[config.mk]
export PLATFORM = sky130hd
export DESIGN_NAME = tile_board_writer
export DESIGN_NICKNAME = d
export VERILOG_FILES = /design/src/rtl/tile_board_writer.sv
export SDC_FILE = /design/constraint.sdc
export NUM_CORES = 1
export LEC_CHECK = 0
export ABC_CLOCK_PERIOD_IN_PS = 4750
export CELL_PAD_IN_SITES_DETAIL_PLACEMENT = 0
export CELL_PAD_IN_SITES_GLOBAL_PLACEMENT = 1
export CORE_UTILIZATION = 44
export CTS_CLUSTER_DIAMETER = 80
export DETAILED_ROUTE_END_ITERATION = 8
export GPL_TIMING_DRIVEN = 0
export PLACE_DENSITY = 0.77
export SLEW_MARGIN = 20
export SYNTH_ARGS = -nofsm -noshare
export SYNTH_HDL_FRONTEND = slang
export SYNTH_SLANG_ARGS = --single-unit
[constraint.sdc]
create_clock -name clk -period 4.75 [get_ports clk]
set_clock_uncertainty 0.05 [all_clocks]
set_input_delay 1.1875 -clock clk [delete_from_list [all_inputs] [get_ports clk]]
set_output_delay 1.1875 -clock clk [all_outputs]
set_load 0.01 [all_outputs]
[src/rtl/tile_board_writer.sv]
// Staging buffer for the 4x4 tile board; commits only changed cells to the shadow RAM during vsync.
// Optional build macro TBW_RANGE_CHECK_EN rejects tile IDs above MAX_TILE and pulses cmd_err.
module tile_board_writer #(
    parameter int unsigned MAX_TILE = 12
) (
    input  logic       clk,
    input  logic       rst_n,
    input  logic       cmd_valid,
    output logic       cmd_ready,
    input  logic       cmd_op,
    input  logic [3:0] cmd_addr,
    input  logic [4:0] cmd_data,
    output logic       cmd_err,
    input  logic       vga_vs,
    output logic       shadow_ram_we,
    output logic [3:0] shadow_ram_waddr,
    output logic [4:0] shadow_ram_wdata,
    output logic       pending,
    output logic       frame_done
);

    localparam int unsigned CELLS = 16;
    localparam int unsigned AW    = 4;
    localparam int unsigned TW    = 5;

`ifdef TBW_RANGE_CHECK_EN
    localparam bit RANGE_CHECK = 1'b1;
`else
    localparam bit RANGE_CHECK = 1'b0;
`endif

    typedef enum logic [1:0] {
        IDLE   = 2'd0,
        COMMIT = 2'd1,
        DONE   = 2'd2
    } state_t;

    state_t            state;
    state_t            state_nxt;
    logic [TW-1:0]     stage [CELLS];
    logic [CELLS-1:0]  dirty;
    logic [CELLS-1:0]  dirty_acc;
    logic [AW-1:0]     idx;
    logic              vs_q;
    logic              vs_fall;
    logic              accept;
    logic              data_bad;
    logic              reject;
    logic              store;

    logic              we_nxt;
    logic [AW-1:0]     waddr_nxt;
    logic [TW-1:0]     wdata_nxt;
    logic              done_nxt;
    logic              err_nxt;

    assign cmd_ready = (state == IDLE);
    assign accept    = cmd_valid && cmd_ready;
    assign vs_fall   = vs_q && !vga_vs;
    assign data_bad  = cmd_data > TW'(MAX_TILE);
    assign reject    = RANGE_CHECK && data_bad;
    assign store     = accept && !reject;
    assign pending   = |dirty;

    // Dirty mask including a command accepted this cycle, so it joins a pass starting now.
    always_comb begin
        dirty_acc = dirty;
        if (store) begin
            if (cmd_op) begin
                dirty_acc = '1;
            end else begin
                dirty_acc[cmd_addr] = 1'b1;
            end
        end
    end

    // State register
    always_ff @(posedge clk or negedge rst_n) begin
        if (!rst_n) begin
            state <= IDLE;
        end else begin
            state <= state_nxt;
        end
    end

    // Next-state logic
    always_comb begin
        state_nxt = state;
        case (state)
            IDLE: begin
                if (vs_fall && (dirty_acc != '0)) begin
                    state_nxt = COMMIT;
                end
            end
            COMMIT: begin
                if (idx == AW'(CELLS - 1)) begin
                    state_nxt = DONE;
                end
            end
            DONE:    state_nxt = IDLE;
            default: state_nxt = IDLE;
        endcase
    end

    // Output logic: next values of the registered write port and pulses
    always_comb begin
        we_nxt    = 1'b0;
        waddr_nxt = shadow_ram_waddr;
        wdata_nxt = shadow_ram_wdata;
        done_nxt  = 1'b0;
        err_nxt   = accept && reject;
        case (state)
            COMMIT: begin
                we_nxt    = dirty[idx];
                waddr_nxt = idx;
                wdata_nxt = stage[idx];
            end
            DONE:    done_nxt = 1'b1;
            default: ;
        endcase
    end

    // Staging, dirty tracking, scan index and registered outputs
    always_ff @(posedge clk or negedge rst_n) begin
        if (!rst_n) begin
            stage            <= '{default: '0};
            dirty            <= '0;
            idx              <= '0;
            vs_q             <= 1'b1;
            shadow_ram_we    <= 1'b0;
            shadow_ram_waddr <= '0;
            shadow_ram_wdata <= '0;
            frame_done       <= 1'b0;
            cmd_err          <= 1'b0;
        end else begin
            vs_q             <= vga_vs;
            shadow_ram_we    <= we_nxt;
            shadow_ram_waddr <= waddr_nxt;
            shadow_ram_wdata <= wdata_nxt;
            frame_done       <= done_nxt;
            cmd_err          <= err_nxt;

            if (store) begin
                if (cmd_op) begin
                    stage <= '{default: cmd_data};
                end else begin
                    stage[cmd_addr] <= cmd_data;
                end
            end

            case (state)
                IDLE: begin
                    dirty <= dirty_acc;
                    idx   <= '0;
                end
                COMMIT: begin
                    dirty[idx] <= 1'b0;
                    idx        <= idx + 1'b1;
                end
                default: ;
            endcase
        end
    end

endmodule

======== After elaboration in Yosys (flattened, before gate mapping) ========
Index checks and enable logic that the tools add are counted.
storage, ports and cells
  flip-flop bits (word level) ............. 114
  input port bits ......................... 14
operators by class
  add/sub/neg operators ................... 1
  magnitude comparators ................... 7
  eq/ne operators ......................... 5
  muxes and demuxes ....................... 22
  bitwise logic cells ..................... 5
  reductions and logical operators ........ 12
operators by type and width
  cell                                                                          count
  80-bit bitwise mux                                                            1
  80-bit two-way mux                                                            1
  16-bit two-way mux                                                            2
  16-bit case mux with 2 select lines                                           1
  5-bit binary-select mux with 4-bit select                                     1
  5-bit demux with 4-bit select                                                 1
  16-bit bitwise AND                                                            1
  16-bit inverter                                                               1
  16-bit OR                                                                     1
  16-bit nonzero test                                                           1
  16-bit OR reduction                                                           1
  5-bit two-way mux                                                             3
  5-bit >= comparator, second input constant                                    2
  4-bit by 5-bit less-than comparator with 1-bit output, second input constant  2
  4-bit inverter with 5-bit output                                              2
  1-bit demux with 4-bit select                                                 2
  4-bit by 1-bit >= comparator with 1-bit output, second input constant         2
  4-bit case mux with 2 select lines                                            1
  1-bit logical AND                                                             6
  5-bit by 1-bit less-than comparator with 1-bit output, second input constant  1
  1-bit two-way mux                                                             5
  4-bit by 1-bit adder with 4-bit output, second input constant                 1
  1-bit binary-select mux with 4-bit select                                     1
  4-bit equality test, second input constant                                    1
  10 further kinds                                                              11

======== Logic depth before layout (Yosys ltp) ========
  depth in word-level cells ............... 11
  mapped depth ............................ 7
  depth with buffers taken out ............ 5

======== Worst setup path after synthesis ========
OpenSTA, ideal clock, no wires.
  path type ............................... input to register
  from .................................... in cmd_op
  to ...................................... reg stage[0] (netlist bit)
  library setup time ...................... 125 ps
  data arrival time ....................... 2222 ps
  setup slack ............................. 2353 ps
  stages .................................. 4
  buffers on the path ..................... 2
  cells stage by stage .................... clkbuf_2 > buf_6 > o21a_1 > mux2_2
on the way
  cells in the longest elaborated chain, start to end .. 1
ends and longest elaborated chain
  item                            RTL line  source
  start: declaration              10        input logic cmd_op,
  80-bit two-way mux              144       if (cmd_op) begin
  end signal: indexed assignment  147       stage[cmd_addr] <= cmd_data;
  end: declaration                40        logic [TW-1:0] stage [CELLS];
Every way passes these cells.
A chain may end at the register's enable or synchronous reset.

======== Worst setup path in the final report ========
  from .................................... reg dirty[6]
  to ...................................... out pending
on the way
  cells in the longest elaborated chain, start to end .. 1
ends and longest elaborated chain
  item                      RTL line  source
  start: declaration        41        logic [CELLS-1:0] dirty;
  start signal: assignment  153       dirty <= dirty_acc;
  16-bit OR reduction       63        assign pending = |dirty;
  end: declaration          18        output logic pending,
Every way passes these cells.

==> impl_metrics.csv <==
group,metric,value,unit
worst_hold_path,whs_endpoint,"shadow_ram_waddr[2]$_DFFE_PN0P_",
yosys,synth_top_family_by_area,"multiplexers",
drt,viasPerCell,5.49,
drt,drt.antenna.violating_nets,0,
grt,grt_pass1_vias,3636,
timing,max_clock_freq,0.321,GHz
critical_path,cp.arrival,1.88,ns
worst_hold_path,hold_class,"flop to flop",
layout,mostFrequentLayoutCells,"113 x dfrtp_1, 45 x mux2_4, 38 x nand2_1, 30 x mux2_2, 28 x mux2i_1",
clock_tree,cts_tree,"done",
grt,grt_usage,21.3,%
floorplan,coreArea,0.0122,sq mm
layout,diodes,0,
timing,rsz0062_at_grt,"false",
flow_run,maxCapViolCount,0,
timing,setup_viol,0,
yosys,synth_largest_area_cell,"dfrtp_1",
power_and_ir_drop,ir_worst_vdd,282,uV
floorplan,row_count,40,
power_and_ir_drop,leakage,0.00298,uW
grt,antenna_found_initial,0,
run_status,status,"completed",
critical_path,r2r-end,"shadow_ram_wdata[1]$_DFFE_PN0P_",
placement,port_buffers,25,
timing,layout_setup_ws,1.63,ns
yosys,mappedNetlistArea,0.00560,sq mm
drt,via_count,3505,
placement,gp_congestion,0.796,
clock_tree,hold_buffers,0,
yosys,synthMuxAreaShare,29.7,%
layout,area_delta_synth_final,18.7,%
yosys,synth_xor_area_share,0,%
grt,grt_max_degree,81,
clock_tree,clk_path_buf_depth,2,
worst_hold_path,whs_path_depth,2,
layout,layout_commonest_cell,"dfrtp_1",
timing,drv_slew,0,
yosys,synthCells,412,
yosys,synth_edf_count,0,
floorplan,die_area,0.0132,sq mm
critical_path,required,3.51,ns
grt,grt_pass1_wl,20.4,mm
clock_tree,clk_latency,0.41,ns
critical_path,rr_worst_depth,4,
yosys,syn_area_per_cell,13.6,sq um
power_and_ir_drop,p_per_area,693,mW/mm^2
layout,fin_util,54.5,%
timing,relSlewSlack,63.2,%
floorplan,start_util,45.9,%
yosys,synth_warnings,0,
clock_tree,numCtsBuffers,17,
critical_path,crit_fanout,3,
drt,wl_per_cell,19.7,um
yosys,seq_area_frac_synth,50.9,%
timing,setup_tns,0,ns
yosys,synth_compound_gate_area_share,8.62,%
clock_tree,cts_setup_buffers,0,
yosys,synth_area_leaders,"dfrtp_1 50%, mux2_4 12%, mux2_2 6.0%",
yosys,ys.flop_type,"dfrtp_1",
clock_tree,clock_sinks,114,
grt,grt_overflow,0,
yosys,synth-adder-area-share,0.893,%
drt,drt_iter0_markers,244,
clock_tree,path_clk_slew,0.06,ns
drt,drc,0,
yosys,synth-seq-cells,114,
timing,min_period,3.12,ns
clock_tree,htree_levels,4,
yosys,async_reset_ff_share,100,%
worst_hold_path,hp-start,"shadow_ram_waddr[2]$_DFFE_PN0P_",
critical_path,timing.rr.start,"idx[0]$_DFFE_PN0P_",
placement,pre_cts_slack,1.70,ns
critical_path,worstSetupPathType,"flop to primary output",
drt,dr.pass1.iters,5,
floorplan,die_y,115,um
timing,finalCritPeriodShare,65.6,%
floorplan,io_pins,28,
critical_path,rrSetupSlack,2.79,ns
critical_path,crit_path_start,"dirty[6]$_DFFE_PN0P_",
placement,hpwl,8.78,mm
layout,nNetsFinal,475,
yosys,synth_top_area_share,50.5,%
floorplan,die_w,115,um
clock_tree,ctsResizeCount,0,
layout,drive_above_1_share,33.0,%
drt,wirelength,12.6,mm
yosys,synth-simple-area-share,6.99,%
yosys,post_synth_num_cell_types,41,
critical_path,worstSetupStartpointType,"flop",
yosys,syn-num-nets,430,
clock_tree,cts_root_buf,"clkbuf_16",
timing,tightest_slew,0.553,ns
timing,hold_viol_final,0,
critical_path,endpoint_kind,"primary output",
## synth_stat cells (all sizes together) (2+ instances only)
cell type    n
a21oi        7
nand2       38
and2b        2
buf         13
nor2b        3
clkbuf       9
mux2i       28
a32oi        5
mux2        80
inv          3
a22oi        5
nand2b       9
nor2        13
o21ai       42
ha           4
nor3         7
and2         2
nor4         5
dfrtp      113
mux4        14
## worst max-delay path by stage
stage / endpoint / slack, ns / cells after the start
after floorplan: stage[0]$_DFFE_PN0P_ / 2.35 / 4
after global placement: stage[43]$_DFFE_PN0P_ / -1.80 / 1
after detailed placement: stage[56]$_DFFE_PN0P_ / 1.70 / 5
after CTS: pending / 1.61 / 3
after global routing: pending / 1.55 / 3
final: pending / 1.63 / 3
## sequential cells by signal (all words and copies together), names as in the netlist
name	flops
dirty	16
shadow_ram_waddr	4
stage	80
frame_done	1
idx	4
vs_q	1
shadow_ram_wdata	5
state	2
shadow_ram_we	1
## logic make-up after synthesis
family          Yosys count
buf+inv                  25
compound gates           63
other cells               1
simple gates             83
flops                   114
fa+ha+maj                 4
mux                     122
## power by group
group / leakage, uW / switching, uW / internal (uW)
Clock: 0.000262 / 482 / 721
Combinational: 0.00134 / 758 / 934
Sequential: 0.00138 / 273 / 1440
## cell type report
class / count / area [sq um]
timing repair buffer: 26 / 279
clock inverter: 15 / 135
inverter: 3 / 11.3
clock buffer: 17 / 425
multi-input combinational: 273 / 2590
tap: 168 / 210
buffer: 22 / 143
sequential: 114 / 2850
fill: 1062 / 5560
## per-stage QoR
| step | instance area (sq um) | power [uW] | std cells | hold slack, ns |
|---|---|---|---|---|
| after floorplan | 5600 | 2900 | 412 | 0.409 |
| after global placement | 6060 | 3350 | 605 | 0.413 |
| after detailed placement | 6090 | 3410 | 606 | 0.413 |
| after CTS | 6650 | 4630 | 638 | 0.428 |
| after global routing | 6650 | 4870 | 638 | 0.466 |
| final | 6650 | 4610 | 638 | 0.422 |
## critical path, cell delays in order, from the launching register on
cell	delay, ns
dfrtp_1	0.40
nor4_1	0.32
nand4_1	0.21
clkdlybuf4s50_1	0.54
## per-layer routing
layer / part of all wire (%) / track usage [%] / vias to the layer above
li1: - / - / 1586
met1: 46 / 28.2 / 1812
met2: 48 / 34.6 / 89
met3: 4.0 / 5.01 / 18
met4: 1.5 / 7.62 / 0
met5: 0 / 0 / -
No activity file was read; power rests on OpenSTA's default activity.
